### config.mk
export PLATFORM = sky130hd
export DESIGN_NAME = shift_sequencer
export DESIGN_NICKNAME = d
export VERILOG_FILES = /design/src/rtl/shift_sequencer.sv
export SDC_FILE = /design/constraint.sdc
export NUM_CORES = 1
export LEC_CHECK = 0
export ABC_AREA = 0
export CORE_MARGIN = 4
export CORE_UTILIZATION = 40
export CTS_CLUSTER_SIZE = 30
export DETAILED_ROUTE_END_ITERATION = 10
export GPL_TIMING_DRIVEN = 0
export HOLD_SLACK_MARGIN = 0.06
export PLACE_DENSITY_LB_ADDON = 0.3
export REMOVE_ABC_BUFFERS = 1
export SKIP_LAST_GASP = 1
export SYNTH_ARGS = -nofsm -noshare
export SYNTH_HDL_FRONTEND = slang
export SYNTH_SLANG_ARGS = --single-unit
export TNS_END_PERCENT = 5
### constraint.sdc
create_clock -name clk -period 1.54 [get_ports clk]
set_clock_uncertainty 0.05 [all_clocks]
set_input_delay 0.308 -clock clk [delete_from_list [all_inputs] [get_ports clk]]
set_output_delay 0.308 -clock clk [all_outputs]
set_load 0.01 [all_outputs]
### src/rtl/shift_sequencer.sv
// Purpose: multi-cycle sequencer applying one 1-bit left/right shift (logical or rotate) per clock.
// Latency: busy for k = min(amount,N) cycles after the start edge, then a one-cycle done pulse.
// Backpressure: none; start is ignored while busy and accepted only in IDLE or DONE.
//
// Ports:
//   clk, rst_n         rising-edge clock, asynchronous active-low reset
//   start              request a new operation (captures data_in/amount/direction/rotate)
//   data_in [N]        operand
//   amount  [AMT_W]    number of 1-bit shifts, clamped to N
//   direction          1 = left (towards MSB), 0 = right
//   rotate             1 = rotate, 0 = logical (zero fill)
//   busy               high while shift steps are in progress
//   done               single-cycle pulse, result valid
//   result  [N]        working/final operand, held until the next accepted start
//   shift_out          last bit shifted out (0 if no shift performed)
module shift_sequencer #(
  parameter int N     = 4,
  parameter int AMT_W = 3
) (
  input  logic             clk,
  input  logic             rst_n,
  input  logic             start,
  input  logic [N-1:0]     data_in,
  input  logic [AMT_W-1:0] amount,
  input  logic             direction,
  input  logic             rotate,
  output logic             busy,
  output logic             done,
  output logic [N-1:0]     result,
  output logic             shift_out
);

  typedef enum logic [1:0] {
    ST_IDLE  = 2'd0,
    ST_SHIFT = 2'd1,
    ST_DONE  = 2'd2
  } state_t;

  localparam logic [AMT_W-1:0] N_AMT = AMT_W'(N);

  state_t           state_q, state_d;
  logic [N-1:0]     result_q, result_d;
  logic             shift_out_q, shift_out_d;
  logic             dir_q, dir_d;
  logic             rot_q, rot_d;
  logic [AMT_W-1:0] cnt_q, cnt_d;

  logic [AMT_W-1:0] amt_clamped;
  logic             out_bit;

  // Anything beyond N steps would be redundant: N logical steps clear the
  // operand and N rotate steps restore it.
  assign amt_clamped = (amount > N_AMT) ? N_AMT : amount;

  // Bit leaving the operand on this step; also the fill bit when rotating.
  assign out_bit = dir_q ? result_q[N-1] : result_q[0];

  always_comb begin
    state_d     = state_q;
    result_d    = result_q;
    shift_out_d = shift_out_q;
    dir_d       = dir_q;
    rot_d       = rot_q;
    cnt_d       = cnt_q;

    unique case (state_q)
      ST_SHIFT: begin
        if (dir_q) begin
          result_d = {result_q[N-2:0], rot_q & out_bit};
        end else begin
          result_d = {rot_q & out_bit, result_q[N-1:1]};
        end
        shift_out_d = out_bit;
        cnt_d       = cnt_q - 1'b1;
        if (cnt_q == AMT_W'(1)) begin
          state_d = ST_DONE;
        end
      end
      ST_DONE: begin
        state_d = ST_IDLE;
      end
      default: begin
        state_d = ST_IDLE;
      end
    endcase

    // Start wins over the IDLE/DONE defaults above, giving back-to-back
    // operation straight out of DONE.
    if (start && (state_q != ST_SHIFT)) begin
      result_d    = data_in;
      shift_out_d = 1'b0;
      dir_d       = direction;
      rot_d       = rotate;
      cnt_d       = amt_clamped;
      state_d     = (amt_clamped == '0) ? ST_DONE : ST_SHIFT;
    end
  end

  always_ff @(posedge clk or negedge rst_n) begin
    if (!rst_n) begin
      state_q     <= ST_IDLE;
      result_q    <= '0;
      shift_out_q <= 1'b0;
      dir_q       <= 1'b0;
      rot_q       <= 1'b0;
      cnt_q       <= '0;
    end else begin
      state_q     <= state_d;
      result_q    <= result_d;
      shift_out_q <= shift_out_d;
      dir_q       <= dir_d;
      rot_q       <= rot_d;
      cnt_q       <= cnt_d;
    end
  end

  assign busy      = (state_q == ST_SHIFT);
  assign done      = (state_q == ST_DONE);
  assign result    = result_q;
  assign shift_out = shift_out_q;

endmodule
==> impl_metrics.env <==
export IMPL_cts_htree_levels=1
export IMPL_row_count=14
export IMPL_fillCellCount=150
export IMPL_grt_total_usage_pct=11.3
export IMPL_grt_busiest_layer="met2"
export IMPL_grt_pass1_vias=490
export IMPL_fmax_ghz=0.631
export IMPL_setup_viol=6
export IMPL_place_gp_congestion=0.738
export IMPL_synth_avg_cell_area_um2=11.0
export IMPL_antenna_cells=0
export IMPL_power_density_mw_per_mm2=1940
export IMPL_rsz0062_at_grt="yes"
export IMPL_clock_root_buffer="clkbuf_4"
export IMPL_crit_path_end_kind="primary output"
export IMPL_synth_largest_area_cell="dfrtp_1"
export IMPL_dpl_worst_slack_ns=-0.298
export IMPL_p_leak_nw=0.394
export IMPL_synth_cells=61
export IMPL_finalPower_mw=1.71
export IMPL_cp_max_fo=5
export IMPL_setup_ws_ns=-0.0451
export IMPL_crit_type="flop to primary output"
export IMPL_grt_pass1_wl_um=2150
export IMPL_hold_class="input pin to asynchronous set/reset pin"
export IMPL_period_share_pct=103
export IMPL_use_met1_pct=14.6
export IMPL_slew_violations=0
export IMPL_grt_start_max_net_pins=15
export IMPL_areaGrowthSynthToFinish_pct=31.2
export IMPL_wl_per_cell_um=13.9
export IMPL_seq_area_frac_synth_pct=44.9
export IMPL_drtIter0Drc=6
export IMPL_synth_seq_cells=12
export IMPL_max_cap_violations=0
export IMPL_numCtsBuffers=3
export IMPL_ant_nets=0
export IMPL_whs_ns=0.336
export IMPL_synth_distinct_cells=25
export IMPL_use_met2_pct=17.8
export IMPL_max_stage_delay_ns=0.56
export IMPL_synthFlopType="dfrtp_1"
export IMPL_fin_crit_ns=1.59
export IMPL_ys_top_cells_by_area="dfrtp_1, mux2i_1, a21oi_1"
export IMPL_clk_pin_slew_ns=0.07
export IMPL_port_buffers=18
export IMPL_grt_ovfl_total=0
export IMPL_yosysWarnings=0
export IMPL_via_per_inst=5.56
export IMPL_dieArea_mm2=0.00239
export IMPL_status="finished with violations"
export IMPL_tightest_slew_ns=0.528
export IMPL_critPathLaunchType="flop"
export IMPL_antenna_found_initial=0
export IMPL_synth_common_cells="dfrtp_1, a21oi_1, nor2b_1"
export IMPL_setup_tns_ns=-0.147
export IMPL_holdBufCountCts=0
export IMPL_start_util_pct=43.4
export IMPL_cts_tree="yes"
export IMPL_final_layout_size_suffix_gt1_share_pct=12.5
export IMPL_grt_util_met3_pct=2.45
export IMPL_cts_sinks=12
export IMPL_syn_area_um2=669
export IMPL_violations="setup timing"
export IMPL_via_count=534
export IMPL_num_io_pins=19
export IMPL_die_w_um=48.9
export IMPL_yosysTopAreaCellShare_pct=44.9
export IMPL_hold_viol=0
export IMPL_peakVddDrop_mv=0.955
export IMPL_route_detailed_drc=0
export IMPL_worstPathRequired_ns=1.18
export IMPL_fin_util_pct=57.0
export IMPL_drt_pass1_iter_count=4
export IMPL_slew_headroom_pct=64.7
export IMPL_clockBufferDepth=2
export IMPL_critPathArrivalTime_ns=1.23
export IMPL_worstPathCellList="clkdlybuf4s50_1"
export IMPL_crit_buf_inv=1
export IMPL_dieHeight_um=48.9
export IMPL_yosysMostFrequentCell="dfrtp_1"
export IMPL_hpwl_um=978
export IMPL_coreArea_mm2=0.00154
export IMPL_crit_slowest_cell="clkdlybuf4s50_1"
export IMPL_cpLargestDelayFamily="buffers and inverters"
export IMPL_clk_latency_ns=0.26
export IMPL_synth_enable_flop_cells=0
export IMPL_wirelength_um=1330
export IMPL_nNetsFinal=96
export IMPL_synthArstFlopShare_pct=100
==> power by group <==
| group | switching, mW | internal (mW) | leakage, nW |
|---|---|---|---|
| sequential | 0.159 | 0.479 | 0.143 |
| combinational | 0.408 | 0.475 | 0.238 |
| clock | 0.0963 | 0.0903 | 0.0138 |
| total | 0.663 | 1.04 | 0.394 |
==> what timing repair did <==
item | 4_1_cts | 5_1_grt
endpoints found under the setup margin | 8 | 9
buffers inserted | 1 | 0
gates resized for setup | 1 | 1
==> layer usage <==
layer / vias up / wire length [µm] / share of wire (%)
met3: 2 / 80 / 6.0
met4: 0 / 10 / 0.75
li1: 263 / - / -
met5: - / 0 / 0
met2: 16 / 631 / 47
met1: 253 / 610 / 46
==> cells in the final DEF, fill, tap and decap left out, types with 2 or more instances in the layout <==
cell / count
nor2b_1: 5
a22oi_1: 2
mux2_4: 2
clkdlybuf4s50_1: 16
a21oi_1: 7
a211oi_1: 2
ha_1: 2
dfrtp_1: 12
inv_1: 2
clkbuf_4: 3
nand3_1: 3
mux2i_1: 4
nand3b_1: 4
==> registers in the layout (all words and copies together) (netlist names) <==
register / count
shift_out: 1
cnt_q: 3
result: 4
dir_q: 1
state_q: 2
rot_q: 1
==> final cells by class <==
cell class	instances	area, µm²	share of cell area [%]
repair buffers	19	189	21.5
multi-input cells	42	322	36.6
inverters	4	25.0	2.85
clock buffers	3	22.5	2.56
flip-flops and latches	12	300	34.2
well taps	16	20.0	2.28
==> stage by stage <==
step | instance area [µm²] | cells
after floorplan | 647 | 58
after CTS | 876 | 96
after global placement | 847 | 92
after detailed placement | 847 | 92
after global routing | 878 | 96
final | 878 | 96
==> logic make-up after synthesis <==
| group | after synthesis | share of synthesized area, % |
|---|---|---|
| and+or+nand+nor | 18 | 18.5 |
| AOI/OAI and AO/OA | 16 | 15.3 |
| DFF | 12 | 44.9 |
| buffers and inverters | 7 | 7.10 |
| muxes | 6 | 10.5 |
| adders and majority gates | 2 | 3.74 |
==> final timing paths <==
kind	start	slack, ns	cells after the start	end
setup reg to reg	state_q[1]$_DFFE_PN0P_	0.30	4	result[0]$_DFFE_PN0P_
setup / recovery	result[3]$_DFFE_PN0P_	-0.05	1	result[3]
max in group asynchronous	rst_n	0.75	1	result[0]$_DFFE_PN0P_
hold reg to reg	cnt_q[0]$_DFFE_PN0P_	0.48	1	cnt_q[0]$_DFFE_PN0P_
min in group clk	cnt_q[0]$_DFFE_PN0P_	0.48	1	cnt_q[0]$_DFFE_PN0P_
hold / removal	rst_n	0.34	1	state_q[0]$_DFFE_PN0P_
No activity file was read; power rests on OpenSTA's default activity.
